`src/rtl/sprite_pkg.sv`:
```
// sprite_pkg: shared types for the sprite ROM arbiter.
// Rev 1.0
`default_nettype none

package sprite_pkg;
    localparam int SPR_ADDR_W  = 8;
    localparam int SPR_DATA_W  = 4;
    // The index type is sized for the largest legal requester count (8).
    localparam int SPR_MAX_REQ = 8;

    typedef logic [$clog2(SPR_MAX_REQ)-1:0] req_idx_t;

    typedef struct packed {
        logic     valid;
        req_idx_t idx;
    } rd_tag_t;
endpackage

`default_nettype wire

```
`src/rtl/sprite_rom_arbiter_rr_pick.sv`:
```
// rr_pick: rotate-priority encoder, first set req bit at or after ptr (wrapping).
// Rev 1.0
`default_nettype none

module rr_pick
    import sprite_pkg::*;
#(
    parameter int N_REQ = 4
) (
    input  logic [N_REQ-1:0] req,
    input  req_idx_t         ptr,
    output logic [N_REQ-1:0] onehot,
    output req_idx_t         idx,
    output logic             any
);

    always_comb begin
        onehot = '0;
        idx    = '0;
        any    = 1'b0;
        // Upper segment [ptr..N_REQ-1] first, then wrap to [0..ptr-1].
        for (int i = 0; i < N_REQ; i++) begin
            if (!any && req[i] && (req_idx_t'(i) >= ptr)) begin
                any = 1'b1;
                idx = req_idx_t'(i);
            end
        end
        for (int i = 0; i < N_REQ; i++) begin
            if (!any && req[i]) begin
                any = 1'b1;
                idx = req_idx_t'(i);
            end
        end
        for (int i = 0; i < N_REQ; i++) begin
            onehot[i] = any && (idx == req_idx_t'(i));
        end
    end

endmodule

`default_nettype wire

```
`src/rtl/sprite_rom_arbiter.sv`:
```
// sprite_rom_arbiter: round-robin share of one sprite ROM with burst lock and tagged read return.
// Rev 1.0
`default_nettype none

module sprite_rom_arbiter
    import sprite_pkg::*;
#(
    parameter int N_REQ     = 4,
    parameter int ADDR_W    = SPR_ADDR_W,
    parameter int DATA_W    = SPR_DATA_W,
    parameter int ROM_LAT   = 1,
    parameter int MAX_BURST = 8
) (
    input  logic                    vga_clk,
    input  logic                    reset_n,
    input  logic [N_REQ-1:0]        req,
    input  logic [N_REQ-1:0]        lock,
    input  logic [N_REQ*ADDR_W-1:0] addr,
    output logic [N_REQ-1:0]        gnt,
    output logic [ADDR_W-1:0]       rom_address,
    input  logic [DATA_W-1:0]       rom_q,
    output logic [N_REQ-1:0]        rd_valid,
    output logic [DATA_W-1:0]       rd_data
);

    localparam int               CNT_W     = $clog2(MAX_BURST + 1);
    localparam logic [CNT_W-1:0] BURST_MAX = CNT_W'(MAX_BURST);
    localparam req_idx_t         LAST_IDX  = req_idx_t'(N_REQ - 1);

    req_idx_t         rr_ptr;
    req_idx_t         owner;
    logic             owner_valid;
    logic [CNT_W-1:0] burst_cnt;
    rd_tag_t          tag_pipe [ROM_LAT];

    logic [N_REQ-1:0] pick_onehot;
    req_idx_t         pick_idx;
    logic             pick_any;
    logic [N_REQ-1:0] owner_onehot;
    logic             owner_req;
    logic             lock_hit;
    logic             grant_any;
    logic             grant_lock;
    req_idx_t         winner;

    rr_pick #(
        .N_REQ (N_REQ)
    ) u_rr_pick (
        .req    (req),
        .ptr    (rr_ptr),
        .onehot (pick_onehot),
        .idx    (pick_idx),
        .any    (pick_any)
    );

    always_comb begin
        for (int i = 0; i < N_REQ; i++) begin
            owner_onehot[i] = (owner == req_idx_t'(i));
        end
    end

    assign owner_req = |(req & owner_onehot);
    // A saturated burst counter drops the owner back to plain round-robin.
    assign lock_hit  = owner_valid && owner_req && (burst_cnt < BURST_MAX);
    assign grant_any = reset_n && (lock_hit || pick_any);
    assign winner    = lock_hit ? owner : pick_idx;
    assign gnt       = !reset_n ? '0 : (lock_hit ? owner_onehot : pick_onehot);
    assign grant_lock = |(lock & gnt);

    always_comb begin
        rom_address = '0;
        for (int i = 0; i < N_REQ; i++) begin
            if (gnt[i]) begin
                rom_address = addr[i*ADDR_W +: ADDR_W];
            end
        end
    end

    always_ff @(posedge vga_clk or negedge reset_n) begin
        if (!reset_n) begin
            rr_ptr      <= '0;
            owner       <= '0;
            owner_valid <= 1'b0;
            burst_cnt   <= '0;
        end else if (grant_any) begin
            rr_ptr <= (winner == LAST_IDX) ? '0 : winner + 1'b1;
            if (grant_lock) begin
                owner_valid <= 1'b1;
                owner       <= winner;
                burst_cnt   <= lock_hit ? burst_cnt + 1'b1 : CNT_W'(1);
            end else begin
                owner_valid <= 1'b0;
                burst_cnt   <= '0;
            end
        end else begin
            owner_valid <= 1'b0;
            burst_cnt   <= '0;
        end
    end

    always_ff @(posedge vga_clk or negedge reset_n) begin
        if (!reset_n) begin
            for (int i = 0; i < ROM_LAT; i++) begin
                tag_pipe[i] <= '0;
            end
        end else begin
            tag_pipe[0].valid <= grant_any;
            tag_pipe[0].idx   <= winner;
            for (int i = 1; i < ROM_LAT; i++) begin
                tag_pipe[i] <= tag_pipe[i-1];
            end
        end
    end

    always_comb begin
        for (int i = 0; i < N_REQ; i++) begin
            rd_valid[i] = tag_pipe[ROM_LAT-1].valid &&
                          (tag_pipe[ROM_LAT-1].idx == req_idx_t'(i));
        end
    end

    assign rd_data = rom_q;

endmodule

`default_nettype wire

```
`config.mk`:
```
export PLATFORM = sky130hd
export DESIGN_NAME = sprite_rom_arbiter
export DESIGN_NICKNAME = d
export VERILOG_FILES = /design/src/rtl/sprite_pkg.sv /design/src/rtl/sprite_rom_arbiter_rr_pick.sv /design/src/rtl/sprite_rom_arbiter.sv
export SDC_FILE = /design/constraint.sdc
export NUM_CORES = 1
export LEC_CHECK = 0
export ABC_AREA = 1
export BUFFER_PORTS_ARGS = -buffer_cell sky130_fd_sc_hd__buf_2
export CAP_MARGIN = 20
export CORE_ASPECT_RATIO = 0.5
export CORE_UTILIZATION = 48
export DETAILED_ROUTE_END_ITERATION = 16
export PLACE_DENSITY_LB_ADDON = 0.15
export SLEW_MARGIN = 10
export SYNTH_ARGS = -nofsm -noshare
export SYNTH_HDL_FRONTEND = slang
export SYNTH_SLANG_ARGS = --single-unit
```
`constraint.sdc`:
```
create_clock -name vga_clk -period 3.6 [get_ports vga_clk]
set_clock_uncertainty 0.2 [all_clocks]
set_input_delay 0.72 -clock vga_clk [delete_from_list [all_inputs] [get_ports vga_clk]]
set_output_delay 0.72 -clock vga_clk [all_outputs]
set_load 0.01 [all_outputs]
```
==> results.json <==
{
  "status": "finished, final reports clean",
  "synth_nets": 228,
  "crit_required_ns": 2.68,
  "yosys_warnings": 0,
  "gp_congestion": 0.841,
  "grt_max_degree": 17,
  "r2r_slack_ns": 1.31,
  "drv_cap": 0,
  "synth_seq_area_share": 0.299,
  "wl_met3_um": 240,
  "core_um2": 2340,
  "drc": 0,
  "clock_sinks": 15,
  "clk_latency_ns": 0.24,
  "synth-seq-cells": 15,
  "slew_viol_final": 0,
  "syn_area_per_cell_um2": 6.99,
  "synth_most_common_cell": "nand2_1",
  "finalSetupViolations": 0,
  "hold_viol_final": 0,
  "rsz0062_at_grt": "false",
  "grt_pass1_vias": 1127,
  "ant_nets": 0,
  "wl_per_cell_um": 11.4,
  "rr_endpoint": "rr_ptr[1]$_DFFE_PN0P_",
  "p_leak_uw": 0.000899,
  "ys_types": 26,
  "async_reset_ff_frac": 1.00,
  "cts_tree": "done",
  "fin_hold_ws_ns": 0.290,
  "vias": 1333,
  "synthTopCellsByArea": "dfrtp_1, nand2_1, nand4_1",
  "reg2reg_depth": 9,
  "final_nets": 285,
  "crit_path_end_kind": "primary output",
  "port_buffers": 57,
  "r2r_start": "owner[1]$_DFFE_PN0P_",
  "start_util": 0.537,
  "drive_gt1_frac": 0.390,
  "grtUsageTotal": 0.222,
  "post_cts_buffers": 0,
  "peakVddDrop_mv": 0.394,
  "post-route-period-util": 0.916,
  "power_density_nw_per_um2": 625,
  "cts.repair.resized": 0,
  "cts.clk_slew.worst_paths_ns": 0.06,
  "synthFlopType": "dfrtp_1",
  "grt_pass1_wl_mm": 4.71,
  "drt-initial-drc-count": 52,
  "die_w_um": 74.4,
  "overflow": 0,
  "wl_met1_mm": 1.42,
  "synth_edf_count": 0,
  "cp_data_arrival_time_ns": 2.38,
  "highest_layer": "met4",
  "wl_mm": 3.08,
  "synth_top_area_share": 0.299,
  "synth_largest_area_cell": "dfrtp_1",
  "max-clock-path-buffers": 2,
  "dpl.hpwl_mm": 2.50,
  "worstPathMaxFanout": 9,
  "synth_common_cells": "nand2_1, inv_1, dfrtp_1, nand4_1, nor2_1",
  "max_freq_mhz": 303,
  "dp_cells": 267,
  "htreeDepth": 1,
  "drt_first_pass_iters": 5,
  "finalNonFillerCells": 271,
  "viasPerCell": 4.92,
  "numCtsBuffers": 3,
  "wl_met2_mm": 1.39,
  "diodes": 0,
  "netlist_area_um2": 1260,
  "synthCells": 180,
  "area_growth_syn_to_layout_pct": 26.3,
  "clock-root-buffer": "clkbuf_8",
  "hold_buffers": 0,
  "tns_ns": 0,
  "antenna_found_initial": 0,
  "crit_type": "primary input to primary output",
  "placementRows": 12,
  "period_minus_slack_ns": 3.30,
  "die_area_um2": 2840,
  "die_y_um": 38.2,
  "startpoint_type": "primary input",
  "hold_class": "primary input to async pin",
  "io_pins": 66,
  "total_power_uw": 993
}
## sequential cells by signal (all words and copies together) (netlist names)
register,cells
owner_valid,1
tag_pipe,4
rr_ptr,3
owner,3
burst_cnt,4
## how the worst max path moves through the flow
stage	start	to	slack [ns]	depth (start not counted)
floorplan	req[2]	rom_address[0]	0.77	11
global placement	req[2]	rom_address[6]	0.34	13
detailed placement	req[2]	rom_address[2]	0.30	13
CTS	req[1]	rom_address[2]	0.30	11
global route	req[2]	rom_address[2]	0.07	13
finish	req[1]	rom_address[2]	0.30	11
## where the power goes
part	switching [uW]	internal [uW]
Clock	57.7	76.5
Sequential	41.9	213
Combinational	381	222
Total	481	512
## final cells by class
| class | instances | area (um2) |
|---|---|---|
| Clock buffer | 3 | 41.3 |
| Clock inverter | 1 | 5.00 |
| Fill cell | 205 | 754 |
| Inverter | 22 | 82.6 |
| Multi-Input combinational cell | 137 | 747 |
| Sequential cell | 15 | 375 |
| Tap cell | 35 | 43.8 |
| Timing Repair Buffer | 58 | 293 |
## metrics by stage
stage | setup WS [ns] | instance area (um2) | utilization
after CTS | 0.301 | 1590 | 0.678
after global placement | 0.341 | 1540 | 0.658
final | 0.303 | 1590 | 0.678
after global routing | 0.0720 | 1590 | 0.678
after detailed placement | 0.304 | 1540 | 0.658
after floorplan | 0.766 | 1260 | -
## layer usage
metal / vias up / global-route usage
met3: 6 / 0.0553
met1: 583 / 0.269
met2: 55 / 0.401
li1: 689 / -
met5: - / 0
met4: 0 / 0.0566
## logic make-up (layout without fill, tap and decap cells)
| family | after synthesis | in the layout | share of synthesized area |
|---|---|---|---|
| xor gates and xnor gates | 1 | 1 | 0.00697 |
| buffers and inverters | 28 | 84 | 0.107 |
| other | 1 | 1 | 0.00298 |
| DFF | 15 | 15 | 0.299 |
| adders and majority gates | 2 | 2 | 0.0199 |
| AOI/OAI and AO/OA | 11 | 11 | 0.0537 |
| and+or+nand+nor | 122 | 122 | 0.510 |
## critical path: stages
cell	delay, ns
buf_2	0.12
inv_1	0.10
o21bai_1	0.29
nor2_4	0.06
nand4_1	0.15
nand2_1	0.10
nand2_2	0.12
and3_1	0.45
nand2_2	0.07
nand4_1	0.08
buf_2	0.13
## layout by cell type (no fill, tap or decap)
cell / n
nand2_2: 13
nand2_1: 53
o21bai_1: 3
a21oi_1: 3
nand3_1: 10
inv_1: 19
and3_1: 2
buf_2: 57
nor2_1: 14
nand4_2: 2
nand3_4: 1
buf_4: 1
nand3b_1: 1
nand2_4: 2
clkinv_2: 1
conb_1: 1
nand4_1: 15
clkbuf_8: 3
nor2_2: 4
ha_1: 2
xor2_1: 1
dfrtp_1: 15
nor2_4: 4
o21a_1: 1
inv_2: 3
o31ai_1: 1
nand3_2: 1
o21ai_0: 3
Power figures use the tool's default switching activity.
